**src/rtl/ddr3_stream_reader.sv**
```systemverilog
// Streams a linear DDR3 address range through the MIG read port and emits it
// as 16-bit words, buffering whole 128-bit bursts in a small internal FIFO.
module ddr3_stream_reader #(
   parameter logic [26:0] START_ADDR = 27'h0000000,
   parameter logic [26:0] END_ADDR   = 27'h0100000,
   parameter int          FIFO_DEPTH = 4
) (
   input  logic        clk,
   input  logic        reset,
   input  logic        start,
   input  logic        ram_init_done,
   output logic [26:0] ram_address,
   output logic [2:0]  ram_cmd,
   output logic        ram_en,
   input  logic        ram_rdy,
   input  logic [63:0] ram_rd_data,
   input  logic        ram_rd_data_valid,
   input  logic        ram_rd_data_end,
   output logic [15:0] out_data,
   output logic        out_valid,
   input  logic        out_ready,
   output logic        busy,
   output logic        done,
   output logic        rd_error
);

   localparam int PTR_W = (FIFO_DEPTH > 1) ? $clog2(FIFO_DEPTH) : 1;
   localparam int CNT_W = $clog2(FIFO_DEPTH + 1);
   localparam logic [CNT_W-1:0] CNT_ONE = CNT_W'(1);
   localparam logic [CNT_W-1:0] DEPTH_C = CNT_W'(FIFO_DEPTH);
   localparam logic [PTR_W-1:0] PTR_LAST = PTR_W'(FIFO_DEPTH - 1);

   typedef enum logic [1:0] {
      IDLE  = 2'd0,
      ISSUE = 2'd1,
      DRAIN = 2'd2,
      DONE  = 2'd3
   } state_t;

   function automatic logic [PTR_W-1:0] ptr_inc(input logic [PTR_W-1:0] p);
      if (p == PTR_LAST) begin
         ptr_inc = {PTR_W{1'b0}};
      end else begin
         ptr_inc = p + PTR_W'(1);
      end
   endfunction

   function automatic logic [15:0] word_sel(input logic [127:0] entry, input logic [2:0] k);
      word_sel = entry[{k, 4'b0000} +: 16];
   endfunction

   state_t             state_r, state_nxt_s;
   logic [26:0]        addr_r, addr_nxt_s;
   logic [CNT_W-1:0]   outstanding_r, outstanding_nxt_s;
   logic [CNT_W-1:0]   fifo_count_r, fifo_count_nxt_s, count_after_pop_s;
   logic [PTR_W-1:0]   rd_ptr_r, rd_ptr_nxt_s;
   logic [PTR_W-1:0]   wr_ptr_r, wr_ptr_nxt_s;
   logic [2:0]         word_idx_r, word_idx_nxt_s;
   logic               pending_r, pending_nxt_s;
   logic [63:0]        first_beat_r, first_beat_nxt_s;
   logic [127:0]       fifo_mem_r [FIFO_DEPTH];
   logic [127:0]       push_data_s, head_s;
   logic               ram_en_r, ram_en_nxt_s;
   logic               out_valid_r, out_valid_nxt_s;
   logic [15:0]        out_data_r, out_data_nxt_s;
   logic               busy_r, busy_nxt_s;
   logic               done_r, done_nxt_s;
   logic               rd_error_r, rd_error_nxt_s;
   logic               accept_s, push_s, fifo_wr_s, dec_s, beat_err_s, full_err_s;
   logic               consume_s, pop_s;

   assign ram_cmd     = 3'b001;
   assign ram_address = addr_r;
   assign ram_en      = ram_en_r;
   assign out_data    = out_data_r;
   assign out_valid   = out_valid_r;
   assign busy        = busy_r;
   assign done        = done_r;
   assign rd_error    = rd_error_r;

   assign push_data_s = {first_beat_r, ram_rd_data};

   // Next-state logic: beat assembly, FIFO bookkeeping, FSM and registered outputs.
   always_comb begin
      state_nxt_s      = state_r;
      addr_nxt_s       = addr_r;
      pending_nxt_s    = pending_r;
      first_beat_nxt_s = first_beat_r;
      push_s           = 1'b0;
      dec_s            = 1'b0;
      beat_err_s       = 1'b0;
      full_err_s       = 1'b0;
      fifo_wr_s        = 1'b0;

      accept_s  = ram_en_r && ram_rdy;
      consume_s = out_valid_r && out_ready;
      pop_s     = consume_s && (word_idx_r == 3'd7);

      // Beats only count against an outstanding command; anything else is dropped and flagged.
      if (ram_rd_data_valid) begin
         if (outstanding_r == {CNT_W{1'b0}}) begin
            beat_err_s = 1'b1;
         end else if (ram_rd_data_end) begin
            if (pending_r) begin
               push_s        = 1'b1;
               dec_s         = 1'b1;
               pending_nxt_s = 1'b0;
            end else begin
               beat_err_s = 1'b1;
            end
         end else begin
            if (pending_r) begin
               beat_err_s = 1'b1;
            end else begin
               pending_nxt_s    = 1'b1;
               first_beat_nxt_s = ram_rd_data;
            end
         end
      end else begin
         beat_err_s = 1'b0;
      end

      if (push_s && (fifo_count_r == DEPTH_C) && !pop_s) begin
         full_err_s = 1'b1;
      end else begin
         fifo_wr_s = push_s;
      end

      word_idx_nxt_s    = consume_s ? (word_idx_r + 3'd1) : word_idx_r;
      rd_ptr_nxt_s      = pop_s ? ptr_inc(rd_ptr_r) : rd_ptr_r;
      wr_ptr_nxt_s      = fifo_wr_s ? ptr_inc(wr_ptr_r) : wr_ptr_r;
      count_after_pop_s = pop_s ? (fifo_count_r - CNT_ONE) : fifo_count_r;
      fifo_count_nxt_s  = fifo_wr_s ? (count_after_pop_s + CNT_ONE) : count_after_pop_s;
      outstanding_nxt_s = outstanding_r;
      if (accept_s && !dec_s) begin
         outstanding_nxt_s = outstanding_r + CNT_ONE;
      end else if (!accept_s && dec_s) begin
         outstanding_nxt_s = outstanding_r - CNT_ONE;
      end else begin
         outstanding_nxt_s = outstanding_r;
      end

      case (state_r)
         IDLE, DONE: begin
            if (start && ram_init_done) begin
               if (START_ADDR >= END_ADDR) begin
                  state_nxt_s = DONE;
               end else begin
                  state_nxt_s = ISSUE;
                  addr_nxt_s  = START_ADDR;
               end
            end else begin
               state_nxt_s = state_r;
            end
         end
         ISSUE: begin
            if (accept_s) begin
               addr_nxt_s = addr_r + 27'd8;
               if (({1'b0, addr_r} + 28'd8) >= {1'b0, END_ADDR}) begin
                  state_nxt_s = DRAIN;
               end else begin
                  state_nxt_s = ISSUE;
               end
            end else begin
               state_nxt_s = ISSUE;
            end
         end
         DRAIN: begin
            if ((outstanding_r == {CNT_W{1'b0}}) && (fifo_count_r == {CNT_W{1'b0}}) && !pending_r) begin
               state_nxt_s = DONE;
            end else begin
               state_nxt_s = DRAIN;
            end
         end
         default: begin
            state_nxt_s = IDLE;
         end
      endcase

      // The head entry is the incoming burst when it lands in an otherwise empty buffer.
      if (fifo_wr_s && (count_after_pop_s == {CNT_W{1'b0}})) begin
         head_s = push_data_s;
      end else begin
         head_s = fifo_mem_r[rd_ptr_nxt_s];
      end

      if (fifo_count_nxt_s != {CNT_W{1'b0}}) begin
         out_data_nxt_s = word_sel(head_s, word_idx_nxt_s);
      end else begin
         out_data_nxt_s = out_data_r;
      end

      out_valid_nxt_s = (fifo_count_nxt_s != {CNT_W{1'b0}});
      ram_en_nxt_s    = (state_nxt_s == ISSUE) &&
                        (({1'b0, outstanding_nxt_s} + {1'b0, fifo_count_nxt_s}) < {1'b0, DEPTH_C});
      busy_nxt_s      = (state_nxt_s == ISSUE) || (state_nxt_s == DRAIN);
      done_nxt_s      = (state_nxt_s == DONE);
      rd_error_nxt_s  = rd_error_r || beat_err_s || full_err_s;
   end

   // State and output registers.
   always_ff @(posedge clk or negedge reset) begin
      if (!reset) begin
         state_r       <= IDLE;
         addr_r        <= 27'd0;
         outstanding_r <= {CNT_W{1'b0}};
         fifo_count_r  <= {CNT_W{1'b0}};
         rd_ptr_r      <= {PTR_W{1'b0}};
         wr_ptr_r      <= {PTR_W{1'b0}};
         word_idx_r    <= 3'd0;
         pending_r     <= 1'b0;
         first_beat_r  <= 64'd0;
         ram_en_r      <= 1'b0;
         out_valid_r   <= 1'b0;
         out_data_r    <= 16'd0;
         busy_r        <= 1'b0;
         done_r        <= 1'b0;
         rd_error_r    <= 1'b0;
      end else begin
         state_r       <= state_nxt_s;
         addr_r        <= addr_nxt_s;
         outstanding_r <= outstanding_nxt_s;
         fifo_count_r  <= fifo_count_nxt_s;
         rd_ptr_r      <= rd_ptr_nxt_s;
         wr_ptr_r      <= wr_ptr_nxt_s;
         word_idx_r    <= word_idx_nxt_s;
         pending_r     <= pending_nxt_s;
         first_beat_r  <= first_beat_nxt_s;
         ram_en_r      <= ram_en_nxt_s;
         out_valid_r   <= out_valid_nxt_s;
         out_data_r    <= out_data_nxt_s;
         busy_r        <= busy_nxt_s;
         done_r        <= done_nxt_s;
         rd_error_r    <= rd_error_nxt_s;
      end
   end

   // Burst storage; contents are only meaningful below fifo_count.
   always_ff @(posedge clk) begin
      if (fifo_wr_s) begin
         fifo_mem_r[wr_ptr_r] <= push_data_s;
      end
   end

endmodule

```
**config.mk**
```make
export PLATFORM = sky130hd
export DESIGN_NAME = ddr3_stream_reader
export DESIGN_NICKNAME = d
export VERILOG_FILES = /design/src/rtl/ddr3_stream_reader.sv
export SDC_FILE = /design/constraint.sdc
export NUM_CORES = 1
export LEC_CHECK = 0
export ABC_AREA = 1
export CAP_MARGIN = 25
export CORE_ASPECT_RATIO = 0.7
export CORE_MARGIN = 4
export CORE_UTILIZATION = 57
export DETAILED_ROUTE_END_ITERATION = 16
export GPL_TIMING_DRIVEN = 0
export PLACE_DENSITY = 0.76
export SLEW_MARGIN = 20
export SYNTH_ARGS = -nofsm -noshare
export SYNTH_HDL_FRONTEND = slang
export SYNTH_SLANG_ARGS = --single-unit
```
**constraint.sdc**
```tcl
create_clock -name clk -period 13.1 [get_ports clk]
set_input_delay 2.62 -clock clk [delete_from_list [all_inputs] [get_ports clk]]
set_output_delay 2.62 -clock clk [all_outputs]
set_load 0.005 [all_outputs]
```
== Yosys cells after proc, flatten, opt, wreduce, memory -nomap -nowiden ==
Memory sizes are Yosys's and may differ from the RTL's.
Index checks and enable logic that the tools add are counted.

* Memories kept: 1
* Bits in writable memories: 512
* Output and inout port bits: 51
* Bits in registers: 128

* Add/subtract/negate cells: 10
* Equal/unequal tests: 12
* Shift-type cells: 1
* Bitwise gates (word level): 3
* $lt $le $gt $ge: 2
* Muxes and demuxes: 30
* Reduce and logical (&&, ||, !) cells: 29

{| class="wikitable"
|+ Memory list
! memory !! depth !! width !! rd ports !! clocked after Yosys merged registers in !! write ports !! line !! text
|-
| fifo_mem_r || 4 || 128 || 1 || 0 || 1 || 61 || <nowiki>logic [127:0] fifo_mem_r [FIFO_DEPTH];</nowiki>
|}

{| class="wikitable"
|+ Operators by type and width
! cell !! number
|-
| $mux 128 || 1
|-
| $shiftx 128x8->16 || 1
|-
| $mux 27 || 2
|-
| $pmux 27 s2 || 1
|-
| $add 27x4->28 const B || 1
|-
| $ge 28x21->1 const B || 1
|-
| $add 27x4->27 const B || 1
|-
| $mux 3 || 5
|-
| $mux 1 || 14
|-
| $eq 2x2->1 const B || 6
|-
| $logic_and 1x1->1 || 12
|-
| $mux 2 || 6
|-
| $add 3x1->3 const B || 3
|-
| $logic_not 3->1 || 3
|-
| $eq 3x3->1 const B || 2
|-
| $pmux 2 s3 || 1
|-
| $sub 3x1->3 const B || 2
|-
| $add 2x1->2 const B || 2
|-
| $add 3x3->4 || 1
|-
| $eq 2x1->1 const B || 2
|-
| $logic_not 1->1 || 4
|-
| $lt 4x3->1 const B || 1
|-
| $ne 2x2->1 const B || 2
|-
| $reduce_and 4->1 || 1
|-
| 8 further kinds || 12
|}

== Longest topological paths before layout ==
* Depth after elaboration: 11
* Depth in mapped cells: 18
* Mapped depth without buffers: 17

== Worst setup path before layout ==
Ideal clock, no wire load.

* Path kind: input -> register
* Start point: in ram_rd_data_end
* End point: mem fifo_mem_r[0][0] (enable)
* Arrival: 8.578 ns
* Stages: 5
* Library setup time: 0.617 ns
* Slack: 3.906 ns
* Data required time: 12.483 ns
* Path through: ha_1 nand3_2 nor2_8 inv_1 nor2_1

* Longest elaborated chain between the ends: 8

{| class="wikitable"
|+ RTL lines
! element !! line !! text
|-
| from (decl) || 18 || <nowiki>input logic ram_rd_data_end,</nowiki>
|-
| $mux 1 * || 103 || <nowiki>end else if (ram_rd_data_end) begin</nowiki>
|-
| $mux 1 * || 101 || <nowiki>if (outstanding_r == {CNT_W{1'b0}}) begin</nowiki>
|-
| $mux 1 * || 100 || <nowiki>if (ram_rd_data_valid) begin</nowiki>
|-
| $logic_and 1x1->1 (2 in series) || 123 || <nowiki>if (push_s && (fifo_count_r == DEPTH_C) && !pop_s) begin</nowiki>
|-
| $mux 1 * || 123 ||
|-
| $mux 1 * || 240 || <nowiki>if (fifo_wr_s) begin</nowiki>
|-
| $mux 1 (implied by the code) * || 241 || <nowiki>fifo_mem_r[wr_ptr_r] <= push_data_s;</nowiki>
|-
| to (decl) || 61 ||
|}

Mark *: on every way between the ends. The rest lies on a longest branch, timed or not.

== Worst setup path after layout ==
* Start point: in out_ready
* End point: reg out_data_r[12], in the netlist out_data[12]

* Longest elaborated chain between the ends: 8
* Elaborated cells between the ends (all ways): 16
* Those cells by class: add/sub: 1; shift: 1; mux: 6; reduce/logical: 7; memory: 1

{| class="wikitable"
|+ RTL lines
! element !! line !! text
|-
| from (decl) || 21 || <nowiki>input logic out_ready,</nowiki>
|-
| $logic_and 1x1->1 * || 96 || <nowiki>consume_s = out_valid_r && out_ready;</nowiki>
|-
| branches (longest 7 deep; another with $mem_v2 4x128) || n/a ||
|-
| to (signal assigned) || 231 || <nowiki>out_data_r <= out_data_nxt_s;</nowiki>
|-
| to (decl) || 65 || <nowiki>logic [15:0] out_data_r, out_data_nxt_s;</nowiki>
|}

Every way passes the cells marked *.
A chain may end at the register's enable or synchronous reset.

==> key figures <==
Clock tree
  – # clock sinks: 637
  – Hold_buf cts: 0
  – Post-CTS resize count: 0
  – H-tree depth: 2
  – Reg clk slew, reported paths: 60 ps
  – CTS tree: built
  – CTS root buf: clkbuf_16
  – Worst skew pair latency: 640 ps
  – Total CTS buffers: 59
  – Clock buffer depth: 3
  – Postcts setup bufs: 0

STA
  – Clock Skew: 15.28 ps
  – Pins Over Slew Limit: 0
  – WHS: 480.5 ps
  – Max Clk Rate: 186.5 MHz
  – Final period utilization: 40.94%
  – Sum of negative setup slack: 0 ps
  – Min cycle time layout: 5363 ps
  – Worst slew margin: 32.34%
  – Least-Margin Pin Slew: 1015 ps
  – Endpoints failing setup: 0
  – Final hold viol count: 0
  – Unrepaired setup endpoints after global routing: false

GRT
  – Met1 usage: 51.27%
  – Overall routing resource usage: 35.37%
  – Gr busiest metal: met2
  – First-pass GRT wire length: 142,300 um
  – Met2 usage: 51.64%
  – Vias in the first global route: 22,210
  – Gr ovfl total: 0
  – GR Util met3: 9.914%
  – Pin count of the biggest net entering global routing: 83
  – Antenna violations before repair: 5

Synthesis
  – Synth Register Bits: 637
  – Yosys warning count: 0
  – Avg Inst Size Synth: 9.446 um^2
  – Top FF cell, synth: edfxtp_1
  – Sequential share of the synthesized area: 62.66%
  – Ranking of synthesized cells by area: edfxtp_1, nand2_1, dfrtp_1, nand3_1, inv_1
  – Asr flop ratio synth: 19.62%
  – Cells after synthesis: 3,126
  – Top cell type's share of synthesized area: 52.07%
  – Syn Std Cell Area: 29,530 um^2
  – Top-count cell post-synth: nand2_1
  – Post-synth top area cell: edfxtp_1
  – EDFF count, synth: 512
  – Most frequent cells after synthesis: nand2_1, inv_1, edfxtp_1
  – Yosys cell types: 35

Setup path
  – Worst path cell trace: clkdlybuf4s50_1, nand2_2, nand2_1, nand2_1, clkbuf_1, buf_1, nor2_1, nand2_1, nand3_1, nand3_1, nand2_1, nand2_1, nand2_1
  – Max FO, Critical Path: 10
  – Worst Setup SP: out_ready
  – Crit path capture type: flip-flop
  – Crit path buffers/inverters: 3
  – Startpoint class of the critical path: input pin
  – CP max-delay cell: buf_1
  – WP data arrival: 5890 ps
  – Slowest stage delay, CP: 640 ps
  – Worst Path Required: 13,630 ps
  – WS Path Type: in -> reg
  – Cell mode on critical path: nand2_1
  – Top delay family on crit path: buffers and inverters
  – R2R Path Start: word_idx_r[0]

Pwr
  – PD cells: 233.2 nW/um^2
  – VDD IR max: 0.1594 mV
  – Lkg Pwr: 15.27 nW

Routing
  – DR vias/cell: 5.776
  – Final wirelength: 98,840 um
  – Drt pass-1 iters: 6
  – DR vias: 23,450
  – DRC errors left: 0
  – DRT iter0 DRCs: 3,726
  – DR WL/cell: 24.35 um
  – Routed Antenna Nets: 0

Floorplan
  – Io pins: 123
  – Die ar.: 55,570 um^2
  – Core ar.: 51,020 um^2
  – # rows: 69
  – Die W: 280.0 um
  – Starting Density: 57.88%
  – Die Y: 198.4 um

Placed design
  – Placed cell count: 3,946
  – DP Wirelength: 71,590 um
  – IO Port Bufs: 116
  – Gpl congestion: 1.020
  – Placed Area: 32,180 um^2

Hold path
  – Worst hold start: out_data[12]
  – HP Class: reg -> reg

Final layout
  – Final core utilization: 66.97%
  – Fin cells: 4,060
  – Layout cells sized above 1: 7.979%
  – Filler cell count: 3,819
  – Final instance area: 34,170 um^2
  – Nets@finish: 3,429
  – Area Growth Syn to Fin: 15.71%

Run status
  – Status: finished clean

Run
  – Max Cap Viol: 0
## cells by family (layout without fill, tap and decap cells)
kind of cell | Yosys count | after routing | synth area share (%)
DFF | 637 | 637 | 62.66
buffers and inverters | 700 | 954 | 9.983
other | 2 | 8 | 0.02543
xor gates and xnor gates | 15 | 15 | 0.4449
muxes | 15 | 15 | 0.5720
AOI/OAI and AO/OA | 179 | 179 | 3.119
adders and majority gates | 24 | 24 | 1.017
and+or+nand+nor | 1554 | 1554 | 22.18
## through the flow
stage                     power [W]  setup slack, ps
final                      0.007969             7737
after global routing       0.008281             7620
after CTS                  0.007845             7866
after detailed placement   0.006096             7218
after global placement     0.006010            -1282
after floorplan            0.004657             3906
## registers in the layout (all words and copies together), names as in the netlist
name,flops
fifo_mem_r,512
first_beat_r,64
ram_address,24
out_data,16
fifo_count_r,3
outstanding_r,3
word_idx_r,3
rd_ptr_r,2
state_r,2
wr_ptr_r,2
busy,1
done,1
out_valid,1
pending_r,1
ram_en,1
rd_error,1
## per-layer routing
layer	share of wire, %	vias up
met5	0.031	-
met4	3.9	4
met3	14	218
met2	42	1568
met1	40	11220
li1	-	10440
## final timing paths
path / endpoint / slack, ps / depth (start not counted)
worst max-delay path: out_data[12] / 7740 / 13
worst min-delay path: out_data[12] / 480 / 2
worst max register to register: out_data[8] / 9630 / 15
worst min register to register: out_data[12] / 480 / 2
max in group asynchronous: first_beat_r[32] / 10360 / 2
min in group asynchronous: done / 1880 / 1
## report_power, final
group | total, W | internal [W] | switching (W)
Combinational | 0.00336 | 0.000959 | 0.00240
Sequential | 0.00285 | 0.00259 | 0.000256
Clock | 0.00176 | 0.000997 | 0.000762
Total | 0.00797 | 0.00455 | 0.00342
## cells in the final DEF, fill, tap and decap left out, types with 15 or more instances in the layout
| master | synthesis | routed |
|---|---|---|
| mux2_2 | 15 | 15 |
| a21oi_1 | 50 | 50 |
| buf_2 | 70 | 71 |
| nand2_1 | 870 | 870 |
| ha_1 | 24 | 24 |
| inv_1 | 538 | 538 |
| clkbuf_1 | 37 | 53 |
| nand3_1 | 473 | 473 |
| o21ai_0 | 114 | 114 |
| nor2_1 | 186 | 182 |
| edfxtp_1 | 512 | 512 |
| clkdlybuf4s50_1 | 0 | 115 |
| dfrtp_1 | 125 | 125 |
| buf_12 | 0 | 15 |
| buf_6 | 24 | 24 |
| clkbuf_16 | 0 | 63 |
## worst reg2reg max path, stage by stage (launching register included)
cell and delay (ps):
dfrtp_1 400, ha_1 210, ha_1 230, nand3_4 140, xor2_1 330, ha_1 280
nand3_4 240, buf_2 300, nor2_1 150, nor2_1 50, nand2_1 190, nand3_1 380
nand3_1 240, nand2_1 60, nand2_1 90, nand2_1 60
## final cells by class
| class | count | area (um^2) | area share, % |
|---|---|---|---|
| antenna | 2 | 5.005 | 0.01465 |
| buffer | 157 | 910.9 | 2.666 |
| clock buffer | 93 | 1829 | 5.354 |
| clock inverter | 19 | 158.9 | 0.4650 |
| inverter | 543 | 2038 | 5.965 |
| multi-input combinational | 1793 | 8124 | 23.78 |
| sequential | 637 | 18500 | 54.15 |
| tap | 674 | 843.3 | 2.468 |
| timing repair buffer | 142 | 1757 | 5.141 |
Note: power is estimated with default switching activity, not from simulation.
